===== src/rtl/popcount_pkg.sv =====
// Shared constants and FSM encoding for the popcount scheduler.
package popcount_pkg;

   // Width of the operand seen by the shared popcount unit.
   localparam int unsigned DATA_W = 8;
   // Width of a single popcount result (0..8 needs four bits).
   localparam int unsigned CNT_W  = 4;

   // Scheduler phases: waiting for an operand, computing, presenting the result.
   typedef enum logic [1:0] {
      IDLE = 2'd0,
      CALC = 2'd1,
      HOLD = 2'd2
   } state_e;

endpackage


===== src/rtl/popcount8.sv =====
// Combinational 8-bit population count built as a three-level adder tree.
module popcount8
   import popcount_pkg::*;
(
   input  logic [DATA_W-1:0] data_i,
   output logic [CNT_W-1:0]  count_o
);

   logic [1:0] pair_sum [4];
   logic [2:0] quad_sum [2];

   // Level 1: neighbouring bits into 2-bit sums; level 2: 3-bit; level 3: final 4-bit.
   always_comb begin
      for (int i = 0; i < 4; i++) begin
         pair_sum[i] = {1'b0, data_i[2*i]} + {1'b0, data_i[2*i+1]};
      end
      for (int j = 0; j < 2; j++) begin
         quad_sum[j] = {1'b0, pair_sum[2*j]} + {1'b0, pair_sum[2*j+1]};
      end
      count_o = {1'b0, quad_sum[0]} + {1'b0, quad_sum[1]};
   end

endmodule


===== src/rtl/popcount_sched.sv =====
// Two-requester scheduler sharing one popcount unit, with per-requester
// saturating running totals.
module popcount_sched #(
   parameter int unsigned ACC_W  = 12,
   parameter int unsigned DATA_W = 8
) (
   input  logic                           clk,
   input  logic                           rst,
   input  logic                           req0_valid,
   input  logic [DATA_W-1:0]              req0_data,
   output logic                           req0_ready,
   input  logic                           req1_valid,
   input  logic [DATA_W-1:0]              req1_data,
   output logic                           req1_ready,
   output logic                           res_valid,
   input  logic                           res_ready,
   output logic                           res_id,
   output logic [popcount_pkg::CNT_W-1:0] res_count,
   input  logic [1:0]                     acc_clr,
   output logic [ACC_W-1:0]               acc0,
   output logic [ACC_W-1:0]               acc1
);

   import popcount_pkg::*;

   // Bits of the operand that reach the popcount unit.
   localparam int unsigned PcW = (DATA_W < popcount_pkg::DATA_W) ? DATA_W : popcount_pkg::DATA_W;

   state_e                  state_q, state_d;
   logic [DATA_W-1:0]       op_q, op_d;
   logic                    id_q, id_d;
   logic                    last_q, last_d;
   logic                    rv_q, rv_d;
   logic                    rid_q, rid_d;
   logic [CNT_W-1:0]        rcnt_q, rcnt_d;
   logic [ACC_W-1:0]        acc0_q, acc0_d;
   logic [ACC_W-1:0]        acc1_q, acc1_d;

   logic                    gnt;
   logic                    idle_ok;
   logic                    hs;
   logic [popcount_pkg::DATA_W-1:0] pc_in;
   logic [CNT_W-1:0]        pc_cnt;
   logic [ACC_W:0]          sum0, sum1;
   logic [ACC_W-1:0]        sat0, sat1;

   // Round-robin choice: a lone valid wins, a tie goes to the requester not served last.
   always_comb begin
      gnt = 1'b0;
      if (req0_valid && req1_valid) begin
         gnt = ~last_q;
      end else if (req1_valid) begin
         gnt = 1'b1;
      end
   end

   // Readies only open in IDLE and never while reset is asserted.
   always_comb begin
      idle_ok    = (state_q == IDLE) && !rst;
      req0_ready = idle_ok && req0_valid && !gnt;
      req1_ready = idle_ok && req1_valid && gnt;
      hs         = req0_ready || req1_ready;
   end

   // Route the latched operand into the 8-bit unit, zero-filling any unused lanes.
   always_comb begin
      pc_in = '0;
      for (int i = 0; i < PcW; i++) begin
         pc_in[i] = op_q[i];
      end
   end

   popcount8 u_popcount8 (
      .data_i  (pc_in),
      .count_o (pc_cnt)
   );

   // Saturating accumulate candidates; the carry out means the total would wrap.
   always_comb begin
      sum0 = {1'b0, acc0_q} + (ACC_W+1)'(pc_cnt);
      sum1 = {1'b0, acc1_q} + (ACC_W+1)'(pc_cnt);
      sat0 = sum0[ACC_W] ? {ACC_W{1'b1}} : sum0[ACC_W-1:0];
      sat1 = sum1[ACC_W] ? {ACC_W{1'b1}} : sum1[ACC_W-1:0];
   end

   // Next-state logic for the FSM, result registers and accumulators.
   always_comb begin
      state_d = state_q;
      op_d    = op_q;
      id_d    = id_q;
      last_d  = last_q;
      rv_d    = rv_q;
      rid_d   = rid_q;
      rcnt_d  = rcnt_q;
      acc0_d  = acc0_q;
      acc1_d  = acc1_q;

      case (state_q)
         IDLE: begin
            if (hs) begin
               op_d    = gnt ? req1_data : req0_data;
               id_d    = gnt;
               last_d  = gnt;
               state_d = CALC;
            end
         end
         CALC: begin
            rcnt_d  = pc_cnt;
            rid_d   = id_q;
            rv_d    = 1'b1;
            state_d = HOLD;
            if (id_q) begin
               acc1_d = sat1;
            end else begin
               acc0_d = sat0;
            end
         end
         HOLD: begin
            // Returning to IDLE here means the next accept is at least one cycle later.
            if (res_ready) begin
               rv_d    = 1'b0;
               state_d = IDLE;
            end
         end
         default: begin
            state_d = IDLE;
            rv_d    = 1'b0;
         end
      endcase

      // A clear overrides any accumulate landing on the same edge.
      if (acc_clr[0]) begin
         acc0_d = '0;
      end
      if (acc_clr[1]) begin
         acc1_d = '0;
      end
   end

   // State register with synchronous reset; reset abandons any in-flight operand.
   always_ff @(posedge clk) begin
      if (rst) begin
         state_q <= IDLE;
         op_q    <= '0;
         id_q    <= 1'b0;
         last_q  <= 1'b1;
         rv_q    <= 1'b0;
         rid_q   <= 1'b0;
         rcnt_q  <= '0;
         acc0_q  <= '0;
         acc1_q  <= '0;
      end else begin
         state_q <= state_d;
         op_q    <= op_d;
         id_q    <= id_d;
         last_q  <= last_d;
         rv_q    <= rv_d;
         rid_q   <= rid_d;
         rcnt_q  <= rcnt_d;
         acc0_q  <= acc0_d;
         acc1_q  <= acc1_d;
      end
   end

   assign res_valid = rv_q;
   assign res_id    = rid_q;
   assign res_count = rcnt_q;
   assign acc0      = acc0_q;
   assign acc1      = acc1_q;

endmodule

===== config.mk =====
export PLATFORM = sky130hd
export DESIGN_NAME = popcount_sched
export DESIGN_NICKNAME = d
export VERILOG_FILES = /design/src/rtl/popcount_pkg.sv /design/src/rtl/popcount8.sv /design/src/rtl/popcount_sched.sv
export SDC_FILE = /design/constraint.sdc
export NUM_CORES = 1
export LEC_CHECK = 0
export BUFFER_PORTS_ARGS = -buffer_cell sky130_fd_sc_hd__buf_2
export CORE_ASPECT_RATIO = 0.75
export CORE_MARGIN = 2
export CORE_UTILIZATION = 35
export DETAILED_ROUTE_END_ITERATION = 7
export GPL_TIMING_DRIVEN = 1
export PLACE_DENSITY = 0.62
export SLEW_MARGIN = 20
export SYNTH_ARGS = -nofsm -noshare
export SYNTH_HDL_FRONTEND = slang
export SYNTH_SLANG_ARGS = --single-unit

===== constraint.sdc =====
create_clock -name clk -period 12.05 [get_ports clk]
set_clock_uncertainty 0.15 [all_clocks]
set_input_delay 3.615 -clock clk [delete_from_list [all_inputs] [get_ports clk]]
set_output_delay 3.615 -clock clk [all_outputs]
set_load 0.02 [all_outputs]

==> flow_results.xml, run 1 <==
<?xml version="1.0" encoding="UTF-8"?>
<metrics>
  <group name="critical_path">
    <metric name="reg2reg_setup_slack" unit="ns">7.35</metric>
    <metric name="arrival_time_reported_for_the_critical_path_endpoint" unit="ns">4.48</metric>
    <metric name="required" unit="ns">8.28</metric>
    <metric name="worst-path-max-fanout" unit="">22</metric>
    <metric name="setup.worst_path.start_class" unit="">input pin</metric>
    <metric name="timing_worst_setup_path_type" unit="">input pin to output pin</metric>
    <metric name="endpoint_kind" unit="">output pin</metric>
  </group>
  <group name="synth">
    <metric name="syn_area_per_cell" unit="µm²">8.63</metric>
    <metric name="synth.yosys.warnings" unit="">0</metric>
    <metric name="netlist_area_before_placement" unit="µm²">2350</metric>
    <metric name="synth_enable_flop_cells" unit="">0</metric>
    <metric name="fraction_of_registers_with_async_set_reset" unit="">0</metric>
    <metric name="synth.yosys.seq_area_share" unit="">0.358</metric>
    <metric name="synth.net_count" unit="">312</metric>
    <metric name="synthesized_instance_count" unit="">272</metric>
    <metric name="postSynthRegisterBits" unit="">42</metric>
    <metric name="synth_flop_cell" unit="">sky130_fd_sc_hd__dfxtp_1</metric>
    <metric name="synth_cell_type_count" unit="">46</metric>
  </group>
  <group name="worst_hold_path">
    <metric name="hold_class" unit="">register to register</metric>
  </group>
  <group name="placement">
    <metric name="place_inst" unit="">397</metric>
    <metric name="port_buffers" unit="">54</metric>
    <metric name="gp_routability_congestion" unit="">0.855</metric>
    <metric name="hpwl" unit="µm">4000</metric>
  </group>
  <group name="cells_and_area">
    <metric name="area.growth.synth_to_final" unit="%">18.6</metric>
    <metric name="final_cells" unit="">405</metric>
    <metric name="final_nets" unit="">363</metric>
    <metric name="final_layout_size_suffix_gt1_frac" unit="">0.213</metric>
    <metric name="antenna_cell_count" unit="">0</metric>
    <metric name="fillers" unit="">689</metric>
  </group>
  <group name="floorplanning">
    <metric name="floorplan.die.width" unit="µm">98.5</metric>
    <metric name="io_pins" unit="">55</metric>
    <metric name="chipHeight" unit="µm">74.9</metric>
    <metric name="floorplan.die_area" unit="µm²">7380</metric>
    <metric name="core_region_area" unit="µm²">6380</metric>
    <metric name="placement_rows" unit="">25</metric>
    <metric name="initial_utilization" unit="">0.368</metric>
  </group>
  <group name="drt">
    <metric name="drtIter0Drc" unit="">110</metric>
    <metric name="detail-route-antenna-nets" unit="">0</metric>
    <metric name="drt-total-wl" unit="µm">5300</metric>
    <metric name="routed_via_density" unit="">5.16</metric>
    <metric name="drt-pass1-iter-count" unit="">4</metric>
    <metric name="avgRoutedWirePerCell" unit="µm">13.1</metric>
    <metric name="remaining_drc_errors" unit="">0</metric>
    <metric name="via_count" unit="">2089</metric>
  </group>
  <group name="run">
    <metric name="max_cap_violations" unit="">0</metric>
  </group>
  <group name="power">
    <metric name="total_leakage_power" unit="nW">1.15</metric>
    <metric name="power_density" unit="nW/µm²">120</metric>
    <metric name="worst_ir_drop_vdd" unit="µV">47.6</metric>
  </group>
  <group name="global_route">
    <metric name="grt_remaining_overflow" unit="">0</metric>
    <metric name="initial_antenna_violation_count" unit="">0</metric>
    <metric name="maximum_number_of_pins_on_one_net_before_global_route_repair" unit="">23</metric>
    <metric name="global_route.usage.total" unit="">0.147</metric>
    <metric name="grt_pass1_vias" unit="">1820</metric>
    <metric name="grt_first_pass_wirelength" unit="µm">8660</metric>
  </group>
  <group name="timing">
    <metric name="slew_headroom" unit="">0.593</metric>
    <metric name="hold_viol_final" unit="">0</metric>
    <metric name="number_of_pins_exceeding_their_max_slew_limit_in_the_final_report" unit="">0</metric>
    <metric name="timing.final.crit_period" unit="ns">8.24</metric>
    <metric name="fin_crit_sh" unit="">0.684</metric>
    <metric name="final.setup.tns" unit="ns">0</metric>
    <metric name="fmax" unit="GHz">0.121</metric>
    <metric name="rsz0062_at_grt" unit="">false</metric>
    <metric name="worstMarginPinSlew" unit="ns">0.611</metric>
    <metric name="finalSetupViolations" unit="">0</metric>
    <metric name="finalHoldWorstSlack" unit="ns">0.329</metric>
  </group>
  <group name="clock_network">
    <metric name="cts_buf_count" unit="">5</metric>
    <metric name="clk_root_buffer_cell" unit="">sky130_fd_sc_hd__clkbuf_8</metric>
    <metric name="cts_max_path_buffers" unit="">2</metric>
    <metric name="tritoncts_clock_tree" unit="">yes</metric>
    <metric name="clk-insertion-delay-late" unit="ns">0.30</metric>
    <metric name="htreeDepth" unit="">2</metric>
    <metric name="clkTransAtPathRegs" unit="ns">0.08</metric>
    <metric name="clock-sinks" unit="">42</metric>
    <metric name="cts.repair_timing.setup_buffer_count" unit="">0</metric>
    <metric name="post_cts.resized_instances" unit="">0</metric>
    <metric name="cts_hold_buffers" unit="">0</metric>
  </group>
  <group name="run_status">
    <metric name="status" unit="">complete, no violations</metric>
  </group>
</metrics>
==> path summary, 6_finish.rpt <==
| check | from | end | cells past startpoint |
|---|---|---|---|
| setup / recovery | rst | req1_ready | 4 |
| hold / removal | res_valid | res_valid | 2 |
| setup reg to reg | op_q[0] | acc1[1] | 13 |
| hold reg to reg | res_valid | res_valid | 2 |
==> synth_stat cells (all sizes together) (3+ instances only) <==
cell type	number	area [µm²]
nand2	14	52.6
and3	4	25.0
buf	8	37.5
nor3	8	40.0
nand2b	4	25.0
mux2i	11	110
a21o	3	22.5
and2	4	25.0
o21ai	10	50.1
a21oi	20	100
or4	3	22.5
a31oi	15	93.8
or2	3	18.8
a211oi	15	118
nand3	5	25.0
xor2	3	26.3
dfxtp	42	841
ha	11	138
inv	20	75.1
nor2	27	101
fa	6	120
nor2b	4	25.0
o31ai	3	22.5
clkbuf	3	11.3
==> layout by cell type (no fill, tap or decap), types with 2 or more instances in the layout <==
| master | n |
|---|---|
| sky130_fd_sc_hd__inv_1 | 20 |
| sky130_fd_sc_hd__o31ai_1 | 3 |
| sky130_fd_sc_hd__a21boi_0 | 2 |
| sky130_fd_sc_hd__nand2_1 | 14 |
| sky130_fd_sc_hd__buf_2 | 54 |
| sky130_fd_sc_hd__nor4_1 | 2 |
| sky130_fd_sc_hd__fa_1 | 6 |
| sky130_fd_sc_hd__or2_2 | 3 |
| sky130_fd_sc_hd__clkbuf_8 | 5 |
| sky130_fd_sc_hd__nand3_1 | 5 |
| sky130_fd_sc_hd__nor2_1 | 27 |
| sky130_fd_sc_hd__mux2i_1 | 11 |
| sky130_fd_sc_hd__o21a_1 | 2 |
| sky130_fd_sc_hd__clkbuf_1 | 2 |
| sky130_fd_sc_hd__a311oi_1 | 2 |
| sky130_fd_sc_hd__o21ai_0 | 10 |
| sky130_fd_sc_hd__and2_1 | 4 |
| sky130_fd_sc_hd__xor2_1 | 3 |
| sky130_fd_sc_hd__and3_1 | 4 |
| sky130_fd_sc_hd__nor3_1 | 8 |
| sky130_fd_sc_hd__a21o_1 | 3 |
| sky130_fd_sc_hd__nand4_1 | 2 |
| sky130_fd_sc_hd__xnor2_1 | 2 |
| sky130_fd_sc_hd__nand2b_1 | 4 |
| sky130_fd_sc_hd__o21bai_1 | 2 |
| sky130_fd_sc_hd__a31oi_1 | 15 |
| sky130_fd_sc_hd__a211oi_1 | 14 |
| sky130_fd_sc_hd__ha_1 | 11 |
| sky130_fd_sc_hd__dfxtp_1 | 42 |
| sky130_fd_sc_hd__a21oi_1 | 20 |
| sky130_fd_sc_hd__or4_1 | 3 |
| sky130_fd_sc_hd__nor2b_1 | 4 |
==> report_power, final <==
part           internal, mW  switching (mW)  total, mW
Sequential            0.145         0.00490      0.150
Combinational        0.0304          0.0429     0.0733
Clock                0.0620          0.0484      0.110
Total                 0.238          0.0963      0.334
==> through the flow <==
| stage | utilization | cell area (µm²) | setup WS (ns) | total power [mW] |
|---|---|---|---|---|
| 3_5_place_dp | 0.419 | 2680 | 3.81 | 0.228 |
| 5_1_grt | 0.436 | 2780 | 3.73 | 0.356 |
| 6_report | 0.436 | 2780 | 3.81 | 0.334 |
| 4_1_cts | 0.436 | 2780 | 3.80 | 0.339 |
| 2_1_floorplan | - | 2350 | 3.79 | 0.209 |
| 3_3_place_gp | 0.419 | 2680 | 3.82 | 0.226 |
==> cell families (layout without fill, tap and decap cells) <==
| family | after synthesis | in the layout | synth area share |
|---|---|---|---|
| compound gates | 79 | 79 | 0.221 |
| xor+xnor | 5 | 5 | 0.0187 |
| fa+ha+maj | 17 | 17 | 0.110 |
| buf+inv | 31 | 83 | 0.0528 |
| flops | 42 | 42 | 0.358 |
| mux | 11 | 11 | 0.0469 |
| simple gates | 87 | 87 | 0.192 |
==> layer usage <==
layer | part of all wire | track usage
met1 | 0.52 | 0.215
met2 | 0.42 | 0.213
met3 | 0.042 | 0.0371
met4 | 0.018 | 0.0472
met5 | 0 | 0
==> critical path: stages <==
cell and delay (ns):
sky130_fd_sc_hd__buf_2 0.23, sky130_fd_sc_hd__nor3_1 0.28, sky130_fd_sc_hd__and2_1 0.19, sky130_fd_sc_hd__buf_2 0.17
==> flip-flops by register name, indices dropped and copies added, names as in the netlist <==
name / cells
acc0: 12
acc1: 12
op_q: 8
res_count: 4
state_q: 2
id_q: 1
last_q: 1
res_id: 1
res_valid: 1
==> layout make-up <==
cell class	instances	area, µm²	share of cell area
Inverter	20	75.1	0.0270
Multi-Input combinational cell	199	1380	0.496
Timing Repair Buffer	55	278	0.0998
Sequential cell	42	841	0.302
Tap cell	81	101	0.0364
Clock buffer	7	76.3	0.0274
Clock inverter	1	30.0	0.0108
(Power assumes the default switching activity.)
==> run 2: changes to the inputs <==
--- a/config.mk
+++ b/config.mk
@@ -11,7 +11,7 @@
 export CORE_UTILIZATION = 35
 export DETAILED_ROUTE_END_ITERATION = 7
 export GPL_TIMING_DRIVEN = 1
-export PLACE_DENSITY = 0.62
+export PLACE_DENSITY = 0.64
 export SLEW_MARGIN = 20
 export SYNTH_ARGS = -nofsm -noshare
 export SYNTH_HDL_FRONTEND = slang
==> constraint.sdc (replaced) <==
create_clock -name clk -period 7.21 [get_ports clk]
set_clock_uncertainty 0.15 [all_clocks]
set_input_delay 2.163 -clock clk [delete_from_list [all_inputs] [get_ports clk]]
set_output_delay 2.163 -clock clk [all_outputs]
set_load 0.02 [all_outputs]
==> run 2 against run 1 <==
First-iteration DRC count rose by 25%. Final cell count did not move. Critical path depth rose by 1. Critical endpoint unchanged. Highest routed layer unchanged.
==> flow_results.xml, run 2 (synthesis gave the netlist of run 1 again) <==
<?xml version="1.0" encoding="UTF-8"?>
<metrics>
  <group name="drt">
    <metric name="drtIter0Drc" unit="">137</metric>
    <metric name="via_count" unit="">2129</metric>
    <metric name="drt-pass1-iter-count" unit="">4</metric>
    <metric name="avgRoutedWirePerCell" unit="µm">12.8</metric>
    <metric name="remaining_drc_errors" unit="">0</metric>
    <metric name="routed_via_density" unit="">5.26</metric>
    <metric name="detail-route-antenna-nets" unit="">0</metric>
    <metric name="drt-total-wl" unit="µm">5190</metric>
  </group>
  <group name="global_route">
    <metric name="initial_antenna_violation_count" unit="">0</metric>
    <metric name="maximum_number_of_pins_on_one_net_before_global_route_repair" unit="">23</metric>
    <metric name="grt_pass1_vias" unit="">1894</metric>
    <metric name="grt_first_pass_wirelength" unit="µm">8710</metric>
    <metric name="global_route.usage.total" unit="">0.145</metric>
    <metric name="grt_remaining_overflow" unit="">0</metric>
  </group>
  <group name="critical_path">
    <metric name="worst-path-max-fanout" unit="">9</metric>
    <metric name="endpoint_kind" unit="">output pin</metric>
    <metric name="required" unit="ns">4.90</metric>
    <metric name="setup.worst_path.start_class" unit="">input pin</metric>
    <metric name="arrival_time_reported_for_the_critical_path_endpoint" unit="ns">3.06</metric>
    <metric name="timing_worst_setup_path_type" unit="">input pin to output pin</metric>
  </group>
  <group name="clock_network">
    <metric name="clk-insertion-delay-late" unit="ns">0.29</metric>
    <metric name="clock-sinks" unit="">42</metric>
    <metric name="tritoncts_clock_tree" unit="">yes</metric>
    <metric name="cts.repair_timing.setup_buffer_count" unit="">0</metric>
    <metric name="cts_buf_count" unit="">5</metric>
    <metric name="htreeDepth" unit="">2</metric>
    <metric name="clk_root_buffer_cell" unit="">sky130_fd_sc_hd__clkbuf_8</metric>
    <metric name="clkTransAtPathRegs" unit="ns">0.08</metric>
    <metric name="cts_max_path_buffers" unit="">2</metric>
    <metric name="cts_hold_buffers" unit="">0</metric>
    <metric name="post_cts.resized_instances" unit="">0</metric>
  </group>
  <group name="placement">
    <metric name="place_area" unit="µm²">2680</metric>
    <metric name="port_buffers" unit="">54</metric>
    <metric name="hpwl" unit="µm">3980</metric>
    <metric name="gp_routability_congestion" unit="">0.870</metric>
    <metric name="place_inst" unit="">397</metric>
  </group>
  <group name="floorplanning">
    <metric name="initial_utilization" unit="">0.368</metric>
    <metric name="chipHeight" unit="µm">74.9</metric>
    <metric name="placement_rows" unit="">25</metric>
    <metric name="core_region_area" unit="µm²">6380</metric>
    <metric name="io_pins" unit="">55</metric>
    <metric name="floorplan.die_area" unit="µm²">7380</metric>
    <metric name="floorplan.die.width" unit="µm">98.5</metric>
  </group>
  <group name="run_status">
    <metric name="status" unit="">complete, no violations</metric>
  </group>
  <group name="cells_and_area">
    <metric name="area.growth.synth_to_final" unit="%">20.2</metric>
    <metric name="antenna_cell_count" unit="">0</metric>
    <metric name="mostFrequentLayoutCells" unit="">sky130_fd_sc_hd__buf_2 (54), sky130_fd_sc_hd__dfxtp_1 (42), sky130_fd_sc_hd__nor2_1 (27), sky130_fd_sc_hd__inv_1 (20), sky130_fd_sc_hd__a21oi_1 (20)</metric>
    <metric name="final_cells" unit="">405</metric>
    <metric name="final_layout_size_suffix_gt1_frac" unit="">0.219</metric>
    <metric name="final_nets" unit="">363</metric>
    <metric name="final_cell_area" unit="µm²">2820</metric>
    <metric name="layout.cells.most_common" unit="">sky130_fd_sc_hd__buf_2</metric>
  </group>
  <group name="power">
    <metric name="power_density" unit="nW/µm²">215</metric>
    <metric name="total_leakage_power" unit="nW">1.17</metric>
    <metric name="worst_ir_drop_vdd" unit="µV">88.4</metric>
  </group>
  <group name="timing">
    <metric name="fin_crit_sh" unit="">0.746</metric>
    <metric name="hold_viol_final" unit="">0</metric>
    <metric name="worstMarginPinSlew" unit="ns">0.625</metric>
    <metric name="rsz0062_at_grt" unit="">false</metric>
    <metric name="finalSetupViolations" unit="">0</metric>
    <metric name="final.setup.tns" unit="ns">0</metric>
    <metric name="timing.final.crit_period" unit="ns">5.38</metric>
    <metric name="slew_headroom" unit="">0.583</metric>
    <metric name="number_of_pins_exceeding_their_max_slew_limit_in_the_final_report" unit="">0</metric>
    <metric name="fmax" unit="GHz">0.186</metric>
  </group>
  <group name="run">
    <metric name="max_cap_violations" unit="">0</metric>
  </group>
  <group name="worst_hold_path">
    <metric name="hold_class" unit="">register to register</metric>
  </group>
</metrics>
[run 2: worst paths after layout]
path | startpoint | endpoint | slack (ns) | depth (start not counted)
max reg2reg | op_q[0] | acc1[1] | 2.58 | 13
min | res_valid | res_valid | 0.33 | 2
max | req0_valid | req1_ready | 1.83 | 5
min reg2reg | res_valid | res_valid | 0.33 | 2
[run 2: area by class of cell]
class                   count  area [µm²]
clock inverters             2        60.1
repair buffers             55         278
fillers                   653        3560
multi-input cells         199        1380
well taps                  81         101
inverters                  20        75.1
clock buffers               6        82.6
flip-flops and latches     42         841
[run 2: worst max-delay path: stages]
cell and delay [ns]:
sky130_fd_sc_hd__buf_2 0.12, sky130_fd_sc_hd__a21boi_0 0.23, sky130_fd_sc_hd__buf_4 0.23, sky130_fd_sc_hd__and2_1 0.16, sky130_fd_sc_hd__buf_2 0.17
[run 2: per-layer routing]
metal,wire (µm),global-route usage,vias up
li1,-,-,1086
met1,2550,0.195,978
met2,2260,0.234,61
met3,340,0.0390,4
met4,45,0.0426,0
met5,0,0,-
[run 2: metrics by stage]
stage               setup slack (ns)  power, mW  utilization  hold WS [ns]
floorplan                       1.85      0.349            -         0.328
global placement                1.85      0.378        0.419         0.321
detailed placement              1.83      0.382        0.419         0.321
CTS                             1.82      0.614        0.442         0.336
global route                    1.75      0.640        0.442         0.363
finish                          1.83      0.607        0.442         0.329
[run 2: where the power goes]
group | switching (mW) | internal, mW
registers | 0.00802 | 0.243
logic | 0.0733 | 0.0512
clock network | 0.0838 | 0.148
total | 0.165 | 0.442
